## src/rtl/id_ex_elastic_reg.sv

```systemverilog
// id_ex_elastic_reg: elastic ID/EX pipeline register.
// Carries an opaque payload from decode to execute through a DEPTH-entry buffer
// with a valid/ready handshake and hold, flush and bubble-insert controls.
// The output payload is zero whenever no valid entry is presented.
//
// Ports:
//   clk_i        clock, rising edge
//   rst_i        synchronous active-high reset
//   in_valid_i   decode presents a payload
//   in_ready_o   buffer accepts the payload this cycle
//   in_data_i    payload from decode
//   bubble_i     load-use stall, refuse the input this cycle
//   hold_i       busywait, freeze all state
//   flush_i      discard buffered and incoming payloads
//   out_valid_o  head entry valid
//   out_ready_i  execute consumes the head this cycle
//   out_data_o   head payload, zero when out_valid_o=0
//   count_o      occupancy, 0..DEPTH
module id_ex_elastic_reg #(
    parameter int unsigned DATA_W = 160,
    parameter int unsigned DEPTH  = 2,
    parameter int unsigned CNT_W  = $clog2(DEPTH + 1)
) (
    input  logic              clk_i,
    input  logic              rst_i,
    input  logic              in_valid_i,
    output logic              in_ready_o,
    input  logic [DATA_W-1:0] in_data_i,
    input  logic              bubble_i,
    input  logic              hold_i,
    input  logic              flush_i,
    output logic              out_valid_o,
    input  logic              out_ready_i,
    output logic [DATA_W-1:0] out_data_o,
    output logic [CNT_W-1:0]  count_o
);

    localparam int unsigned      PTR_W    = (DEPTH > 1) ? $clog2(DEPTH) : 1;
    localparam logic [PTR_W-1:0] PTR_LAST = PTR_W'(DEPTH - 1);
    localparam logic [CNT_W-1:0] CNT_FULL = CNT_W'(DEPTH);

    logic [DATA_W-1:0] mem [DEPTH];
    logic [PTR_W-1:0]  rd_ptr;
    logic [PTR_W-1:0]  wr_ptr;
    logic [CNT_W-1:0]  count;
    logic              push;
    logic              pop;

    // Pointer advance with explicit wrap so non-power-of-2 depths work.
    function automatic logic [PTR_W-1:0] next_ptr(input logic [PTR_W-1:0] p);
        return (p == PTR_LAST) ? '0 : p + PTR_W'(1);
    endfunction

    // Handshake derived from registered occupancy only; a full buffer does not
    // accept in the same cycle as a pop. Reset also forces ready low.
    assign in_ready_o  = (count < CNT_FULL) & ~hold_i & ~bubble_i & ~flush_i & ~rst_i;
    assign out_valid_o = (count != '0);
    assign out_data_o  = out_valid_o ? mem[rd_ptr] : '0;
    assign count_o     = count;

    assign push = in_valid_i & in_ready_o;
    assign pop  = out_valid_o & out_ready_i & ~hold_i & ~flush_i;

    // Buffer state: reset clears storage, flush only rewinds pointers/count
    // (stale entries stay masked by out_valid_o). Hold is folded into push/pop.
    always_ff @(posedge clk_i) begin
        if (rst_i) begin
            count  <= '0;
            rd_ptr <= '0;
            wr_ptr <= '0;
            for (int i = 0; i < int'(DEPTH); i++) begin
                mem[i] <= '0;
            end
        end else if (flush_i) begin
            count  <= '0;
            rd_ptr <= '0;
            wr_ptr <= '0;
        end else begin
            if (push) begin
                mem[wr_ptr] <= in_data_i;
                wr_ptr      <= next_ptr(wr_ptr);
            end
            if (pop) begin
                rd_ptr <= next_ptr(rd_ptr);
            end
            case ({push, pop})
                2'b10:   count <= count + CNT_W'(1);
                2'b01:   count <= count - CNT_W'(1);
                default: count <= count;
            endcase
        end
    end

endmodule

```

## config.mk

```make
export PLATFORM = sky130hd
export DESIGN_NAME = id_ex_elastic_reg
export DESIGN_NICKNAME = d
export VERILOG_FILES = /design/src/rtl/id_ex_elastic_reg.sv
export SDC_FILE = /design/constraint.sdc
export NUM_CORES = 1
export LEC_CHECK = 0
export CAP_MARGIN = 20
export CORE_AREA = 2 2 185 151
export CTS_BUF_LIST = sky130_fd_sc_hd__clkbuf_16
export CTS_CLUSTER_SIZE = 14
export DETAILED_ROUTE_END_ITERATION = 6
export DIE_AREA = 0 0 187 153
export PLACE_DENSITY = 0.85
export SLEW_MARGIN = 40
export SYNTH_ARGS = -nofsm -noshare
export SYNTH_HDL_FRONTEND = slang
export SYNTH_SLANG_ARGS = --single-unit
```

## constraint.sdc

```tcl
create_clock -name clk_i -period 10 [get_ports clk_i]
set_input_delay 2 -clock clk_i [delete_from_list [all_inputs] [get_ports clk_i]]
set_output_delay 2 -clock clk_i [all_outputs]
set_load 0.02 [all_outputs]
```

==> results.md, run 1 <==
- On the final layout, the worst clock skew is 0.0112 ns.
- The clock latency of the later-clocked register in the worst-skew pair is 0.50 ns.
- The number of hold violations in the final report was 0.
- The ratio of routed vias to standard cells is 5.21.
- The die covers 28,600 um^2.
- The initial utilization of the core area, before any placement, comes to 53.9%.
- The data arrival time of the worst path is 3.70 ns.
- The worst hold path was traced through 2 stages.
- The capture endpoint of the worst hold path is wr_ptr.
- The number of pins with negative max-slew slack in the final report is 0.
- The portion of synthesized area spent on multiplexers is 11.1%.
- The post-cts repair resize count is 0.
- The worst hold-check path type is register to register.
- In this run the tightest slew margin relative to its limit is 43.9%.
- Summing the areas of all compound-gate instances in the mapped netlist gives 0.216% of the synthesized area.
- After clock tree synthesis, the setup repair step added 0 buffers.
- In the routed design, unresolved DRC markers number 0.
- The flow ran to the end, and the final reports show no timing, DRC or antenna violations.
- The total routing usage reported by global routing is 22.1%.
- The H-tree was split into 2 levels.
- On the critical path the largest part of the delay comes from buffers and inverters.
- In the post-synthesis netlist, the biggest area contributors are sky130_fd_sc_hd__edfxtp_1 (66%), sky130_fd_sc_hd__and2_1 (13%), sky130_fd_sc_hd__mux2i_1 (11%).
- The worst flop-to-flop path startpoint is count_o[1].
- Setup slack on the critical path of the routed design comes to 4.30 ns.
- Setup repair after global routing left no endpoint under its margin.
- The largest family of logic cells by synthesized area is simple AND/OR/NAND/NOR gates.
- The reg-to-reg critical path endpoint is mem[0][15].
- The largest net degree at the start of global routing is 101.
- The final period utilization is 57.0%.
- The static power due to leakage is 0.00663 uW.
- The launch instance of the worst min-delay path is wr_ptr.
- The routed wire length is 32,300 um.
- The critical path contains buffers and inverters numbering 2 combined.
- After clock tree synthesis, the clock-pin slew on the worst setup and hold paths is 0.06 ns.
- Across the run, the number of max-cap violations was 0.
- The placer congestion estimate is 0.833.
- The kind of end point of the critical path is an output port.
- The count of mapped cells out of synthesis is 1,063.
- The area growth from synthesis to final layout is 32.2%.
- The tree is rooted in a sky130_fd_sc_hd__clkbuf_16.
- At the worst endpoint, the required time is 8.00 ns.
- The vertical die dimension is 153 um.
- Dividing the detail-routed wire length by the instance count gives 18.4 um.
- Row generation in the floorplan step produced 54 rows.
- The synthesized-area fraction occupied by adder cells is 0.0865%.
- The largest voltage drop on the vdd net is 0.000158 V.
- Detailed routing inserted a total of 9,154 vias.
- The power density over the cells is 152 nW/um^2.
- The sum of internal, switching and leakage power is 2900 uW.
- Setup violations remaining at the end of the flow were counted as 0.
- In this design, the critical path's most frequently occurring cell is sky130_fd_sc_hd__clkdlybuf4s50_1.
- A synthesized cell averages 13.6 um^2.
- The cell with the biggest individual delay on the critical path is sky130_fd_sc_hd__clkdlybuf4s50_1.
- The synthesized netlist contains 27 unique library cells.
- After the first detailed-routing iteration, the DRC count stood at 622.
- The cell area reported after detailed placement is 18,100 um^2.
- The highest clock rate is 176 MHz.
- By startpoint and endpoint, the worst setup path is classified as input pin to output port.
- sky130_fd_sc_hd__edfxtp_1 takes more of the synthesized area than any other cell.
- The I/O pin count is 331.
- The synthesized netlist devotes 0.121% of its cell area to XOR and XNOR gates.
- Synthesis inferred 325 register bits.
- The synthesized netlist devotes 19.0% of its cell area to simple gates.
- The count of synthesis-stage warnings from yosys is 0.
- The global-route congestion overflow total is 0.
- The most common library cell in the layout ignoring fill and taps is sky130_fd_sc_hd__clkdlybuf4s50_1.
- The placed wire-length estimate is 20,100 um.
- The sink count of the clock tree is 325.
- In this run, CTS created clock tree buffers numbering 34.
- The initial antenna violation count is 1.
- For this run, the register share of the synthesized area comes to 67.1%.
- The largest single stage delay on the critical path is 0.65 ns.
- The die is 187 um wide.
- The depth of the most critical reg-to-reg path is 5.
- In this run the biggest area consumer among cell types represents 66.4% of the synthesized area.
- The library cells used most frequently in the layout, excluding fill and tap cells, are sky130_fd_sc_hd__clkdlybuf4s50_1 (330), sky130_fd_sc_hd__edfxtp_1 (320), sky130_fd_sc_hd__and2_1 (291).
- Hold repair after CTS inserted 0 buffers.
- TritonCTS built the clock tree.
- After routing the design area is 19,100 um^2.
- STA classifies the critical path startpoint as an input pin.
- The first TritonRoute pass finished after 4 iterations.
- The net count after synthesis is 1,231.
- Counting along the longest clock path gives a buffer depth of 3.
- The core utilization of the finished layout is 71.3%.
- The final setup TNS is 0 ns.
- For the pin with the worst max-slew slack, the measured transition is 0.841 ns.
- The first global-routing pass estimated 49,700 um of wire.
- The core region is 26,800 um^2.
- In the final layout, the share of cells above drive strength 1 is 6.60%.
- Traced cell by cell, the critical path runs through clkdlybuf4s50_1 -> or2_2 -> nor4_1 -> clkdlybuf4s50_1.
- The worst path needs 5.70 ns of the cycle, external delays included.
- The cell area that synthesis handed to floorplanning was 14,500 um^2.
- The number of global-route vias before repair is 9,270.
- The post-placement setup slack is 4.34 ns.
- The biggest fanout along the worst timing path is 6.
- The detail route stage leaves a number of antenna-violating nets equal to 0.
- After the last flow step, the layout net total stands at 1,537.
- The number of buffer cells added on primary ports is 330.
- The register-to-register path setup slack is 6.66 ns.
==> layer usage <==
metal	track usage [%]	wire length [um]
met1	28.2	12800
met2	38.0	16200
met3	4.75	2490
met4	7.18	901
met5	0	0
==> logic make-up after synthesis <==
kind of cell               Yosys count
AOI/OAI and AO/OA                    6
xor gates and xnor gates             2
adders and majority gates            1
buffers and inverters               73
DFF                                325
muxes                              160
and+or+nand+nor                    496
==> state kept, by name (all words and copies together), names as in the netlist, named ones only <==
name	cells
rd_ptr	1
wr_ptr	1
count_o	2
mem	320
==> through the flow <==
step	hold slack, ns	std cells
final	0.546	1758
after global routing	0.582	1757
after CTS	0.541	1757
after detailed placement	0.531	1697
after global placement	0.490	1695
after floorplan	0.480	1063
==> cell usage after synthesis <==
cell                       instances
sky130_fd_sc_hd__edfxtp_1        320
sky130_fd_sc_hd__and2_1          291
sky130_fd_sc_hd__nor2_1          163
sky130_fd_sc_hd__mux2i_1         160
sky130_fd_sc_hd__and2_2           29
sky130_fd_sc_hd__clkbuf_1         27
sky130_fd_sc_hd__buf_2            24
sky130_fd_sc_hd__clkbuf_2         19
sky130_fd_sc_hd__dfxtp_1           5
sky130_fd_sc_hd__a21oi_1           3
sky130_fd_sc_hd__or2_2             3
sky130_fd_sc_hd__nand2_1           2
sky130_fd_sc_hd__o21ai_0           2
sky130_fd_sc_hd__or3_1             2
sky130_fd_sc_hd__and3_1            1
sky130_fd_sc_hd__buf_4             1
sky130_fd_sc_hd__buf_6             1
sky130_fd_sc_hd__ha_1              1
sky130_fd_sc_hd__inv_1             1
sky130_fd_sc_hd__nand2b_1          1
sky130_fd_sc_hd__nor3_1            1
sky130_fd_sc_hd__nor3b_4           1
sky130_fd_sc_hd__nor4_1            1
sky130_fd_sc_hd__nor4b_4           1
sky130_fd_sc_hd__o22ai_1           1
sky130_fd_sc_hd__xnor2_1           1
sky130_fd_sc_hd__xor2_1            1
==> worst max path at each step <==
| stage | start | endpoint | slack, ns | cells after the start |
|---|---|---|---|---|
| finish | rst_i | in_ready_o | 4.30 | 4 |
| global route | rst_i | in_ready_o | 4.21 | 4 |
| CTS | rst_i | in_ready_o | 4.31 | 4 |
| detailed placement | rst_i | in_ready_o | 4.34 | 4 |
| global placement | rst_i | in_ready_o | 4.33 | 4 |
| floorplan | flush_i | mem[0][0] | 4.70 | 5 |
==> worst min-delay path, cell delays in order, from the launching register on <==
cell	delay (ns)
sky130_fd_sc_hd__dfxtp_1	0.35
sky130_fd_sc_hd__nand2_1	0.07
sky130_fd_sc_hd__o22ai_1	0.07
==> where the power goes <==
group	leakage, uW	internal (uW)	switching [uW]
logic	0.00266	78.3	68.0
registers	0.00340	1540	12.4
clock network	0.000564	713	487
==> area by class of cell <==
| class | count | area [um^2] |
|---|---|---|
| Antenna cell | 1 | 2.50 |
| Clock buffer | 37 | 926 |
| Clock inverter | 23 | 144 |
| Fill cell | 1754 | 7690 |
| Inverter | 1 | 3.75 |
| Multi-Input combinational cell | 665 | 4440 |
| Sequential cell | 325 | 9710 |
| Tap cell | 364 | 455 |
| Timing Repair Buffer | 342 | 3450 |
No activity file was read; power rests on OpenSTA's default activity.
==> inputs of run 2 (changes only) <==
--- a/config.mk
+++ b/config.mk
@@ -6,12 +6,12 @@
 export NUM_CORES = 1
 export LEC_CHECK = 0
 export CAP_MARGIN = 20
-export CORE_AREA = 2 2 185 151
+export CORE_AREA = 2 2 192 156
 export CTS_BUF_LIST = sky130_fd_sc_hd__clkbuf_16
 export CTS_CLUSTER_SIZE = 14
 export DETAILED_ROUTE_END_ITERATION = 6
-export DIE_AREA = 0 0 187 153
-export PLACE_DENSITY = 0.85
+export DIE_AREA = 0 0 194 158
+export PLACE_DENSITY = 0.8
 export SLEW_MARGIN = 40
 export SYNTH_ARGS = -nofsm -noshare
 export SYNTH_HDL_FRONTEND = slang
==> constraint.sdc (replaced) <==
create_clock -name clk_i -period 5.8 [get_ports clk_i]
set_input_delay 1.16 -clock clk_i [delete_from_list [all_inputs] [get_ports clk_i]]
set_output_delay 1.16 -clock clk_i [all_outputs]
set_load 0.02 [all_outputs]
==> run 2 against run 1 <==
Sequential share of layout area hardly changed. Clock power is 59% higher. Power is 67% higher. Non-clock buffer count is 4 higher. Critical endpoint is now out_data_o[147].
==> results.md, run 2 (synthesis results as in run 1) <==
- The worst flop-to-flop path startpoint is count_o[1].
- The category of the critical setup timing path is register to output port.
- The depth of the most critical reg-to-reg path came to 4 (-1).
- The maximum cell stage delay along the critical path was 0.65 ns (about the same).
- The cell area reported after detailed placement is 18,100 um^2 (+0.19%).
- The number of hold violations in the final report came to 0 (unchanged).
- The worst hold-check path type is register to register.
- The cell with the biggest individual delay on the critical path is sky130_fd_sc_hd__dfxtp_4.
- The detailed-route DRC error count is 0 (unchanged).
- The area growth from synthesis to final layout was 32.1% (about the same).
- The count of filler cells inserted in the layout is 2,141 (+22%).
- The normalized max-slew margin is 49.0% (+5.1 points).
- The ratio of routed vias to standard cells was 5.08 (-2.4%).
- The critical path buffer and inverter count was 2 (unchanged).
- The global-route congestion overflow total came to 0 (unchanged).
- The TritonCTS buffer count came to 31 (-8.8%).
- The post-cts repair resize count is 0 (unchanged).
- The total via count in the routed design was 9,007 (-1.6%).
- The static power due to leakage is 0.00660 uW (-0.35%).
- The register-to-register path setup slack is 2.79 ns (-3.87 ns).
- Timing would allow up to 249 MHz.
- The count of standard-cell rows was 56 (+3.7%).
- The core utilization of the finished layout is 66.2% (-5.1 points).
- The number of pins with negative max-slew slack in the final report is 0 (unchanged).
- The net total in the final layout was 1,538 (+0.065%).
- The clock latency of the later-clocked register in the worst-skew pair is 0.55 ns (+0.05 ns).
- The total die area is 30,700 um^2 (+7.1%).
- Leaving out fill and tap cells, the most frequent cell in the layout is sky130_fd_sc_hd__clkdlybuf4s50_1.
- The vertical die dimension is 158 um (+3.3%).
- The flip-flop count of the largest register after layout is 320 (unchanged).
- The largest voltage drop on the vdd net is 0.000209 V (+32%).
- TritonCTS built the clock tree.
- The sink count of the clock tree is 325 (unchanged).
- The biggest fanout along the worst timing path is 84 (+78).
- The wire length of the first global-routing pass is 49,100 um (-1.2%).
- The detailed-routing iteration count for the pre-antenna-repair pass was 4 (unchanged).
- The number of DRC markers in iteration 0 is 554 (-11%).
- The routed wire length per instance is 18.3 um (-0.52%).
- The total routing usage reported by global routing came to 20.4% (-1.8 points).
- The placed wire-length estimate is 20,200 um (+0.43%).
- Counting I/O delays and the setup requirement, the final critical path takes 4.01 ns.
- The number of max-cap violations is 0 (unchanged).
- The number of nets still failing antenna checks after routing came to 0 (unchanged).
- The transition time at the pin with the least slew margin is 0.765 ns (-0.0762 ns).
- The count of placed standard cells in the final layout, fillers left out is 1,772 (+0.80%).
- The number of global-route vias before repair came to 9,083 (-2.0%).
- The kind of cell with the highest combined delay along the critical path is buffers and inverters.
- The initial antenna violation count is 2 (+1).
- The placer congestion estimate is 0.780 (-6.4%).
- The critical path goes through buf_12 -> mux2i_1 -> nor2_1 -> clkdlybuf4s50_1.
- In the layout the commonest cells are sky130_fd_sc_hd__clkdlybuf4s50_1 (330), sky130_fd_sc_hd__edfxtp_1 (320), sky130_fd_sc_hd__and2_1 (291).
- The routed wire length came to 32,400 um (+0.27%).
- The horizontal die dimension is 194 um (+3.7%).
- The data arrival time of the worst path came to 2.85 ns (-0.85 ns).
- The final setup TNS came to 0 ns (unchanged).
- The I/O pin count is 331 (unchanged).
- The required time of the worst setup path is 4.64 ns (-3.36 ns).
- The number of buffers added for setup after CTS is 0 (unchanged).
- The number of buffer cells added on primary ports is 330 (unchanged).
- The level count of the clock H-tree is 1 (-1).
- The power density over the cells is 253 nW/um^2 (+67%).
- In the finished design, the share of the clock period the worst path needs comes to 69.2%.
- The area of all placed cells without fillers is 19,100 um^2 (about the same).
- The clock edge transition at the registers on the reported setup and hold paths is 0.06 ns (about the same).
- The endpoint identified for the worst register-to-register timing path is mem[1][113].
- The worst slack on hold paths is 0.510 ns (-0.0360 ns).
- The flow ran to the end, and the final reports show no timing, DRC or antenna violations.
- The placeable core area is 28,900 um^2 (+7.6%).
- The post-cts hold buffer count was 0 (unchanged).
- The number of failing setup endpoints in the final timing report came to 0 (unchanged).
- The clock skew after layout is 0.0113 ns (+0.000144 ns).
- The register name with the most flops is mem.
- Setup repair after global routing left no endpoint under its margin.
- The largest buffer count on any clock path is 3 (unchanged).
- The startpoint identified for the worst hold timing path is rd_ptr.
- The number of cells in the design after placement is 1,711 (+0.82%).
- The largest net degree at the start of global routing is 91 (-9.9%).
- The kind of end point of the critical path is an output port.
- The instance count along the most critical hold path is 2 (unchanged).
- The share of cells above drive strength 1 came to 6.53% (-0.076 points).
- The initial core utilization was 50.1% (-3.8 points).
- The type of element launching the critical path is a register.
- In this run the clock root is driven by a sky130_fd_sc_hd__clkbuf_16.
[run 2: changes by cell type in the layout (fill, tap and decap cells not counted), moves of 2 or more]
cell	change
sky130_fd_sc_hd__clkbuf_16	-6
sky130_fd_sc_hd__clkinv_1	+2
sky130_fd_sc_hd__buf_6	-2
sky130_fd_sc_hd__buf_12	+6
[run 2: worst max-delay path by stage]
stage / end / from / cells after the start
floorplan: mem[0][0] / flush_i / 5
global placement: mem[1][93] / hold_i / 5
detailed placement: mem[1][104] / hold_i / 5
CTS: out_data_o[153] / register / 4
global route: out_data_o[154] / register / 4
finish: out_data_o[147] / register / 4
[run 2: worst reg2reg max path: stages, from the launching register on]
cell	delay (ns)
sky130_fd_sc_hd__dfxtp_1	0.40
sky130_fd_sc_hd__nor4b_4	0.39
sky130_fd_sc_hd__and3_4	0.73
sky130_fd_sc_hd__or2_4	0.68
sky130_fd_sc_hd__buf_12	0.40
[run 2: per-stage QoR]
| step | setup slack, ns | power, uW |
|---|---|---|
| CTS | 1.78 | 4870 |
| global route | 1.62 | 4980 |
| detailed placement | 1.53 | 2980 |
| finish | 1.79 | 4840 |
| global placement | 1.60 | 2970 |
| floorplan | 1.34 | 2810 |
[run 2: routing by layer]
metal	up-vias	wire, um	global-route usage [%]
met4	2	925	5.45
met2	300	15800	34.7
met5	-	7	0
li1	4288	-	-
met3	69	2280	4.58
met1	4348	13400	26.6
[run 2: power breakdown]
group / internal [uW] / total [uW] / switching [uW]
Combinational: 139 / 254 / 115
Sequential: 2650 / 2670 / 20.6
Clock: 1090 / 1910 / 818
Total: 3890 / 4840 / 953
[run 2: area by class of cell]
cell class | count | area (um^2) | share of cell area [%]
sequential | 325 | 9710 | 50.8
multi-input combinational | 665 | 4440 | 23.2
timing repair buffer | 346 | 3530 | 18.5
clock buffer | 31 | 776 | 4.06
tap | 377 | 472 | 2.47
clock inverter | 26 | 184 | 0.962
inverter | 1 | 3.75 | 0.0196
antenna | 1 | 2.50 | 0.0131
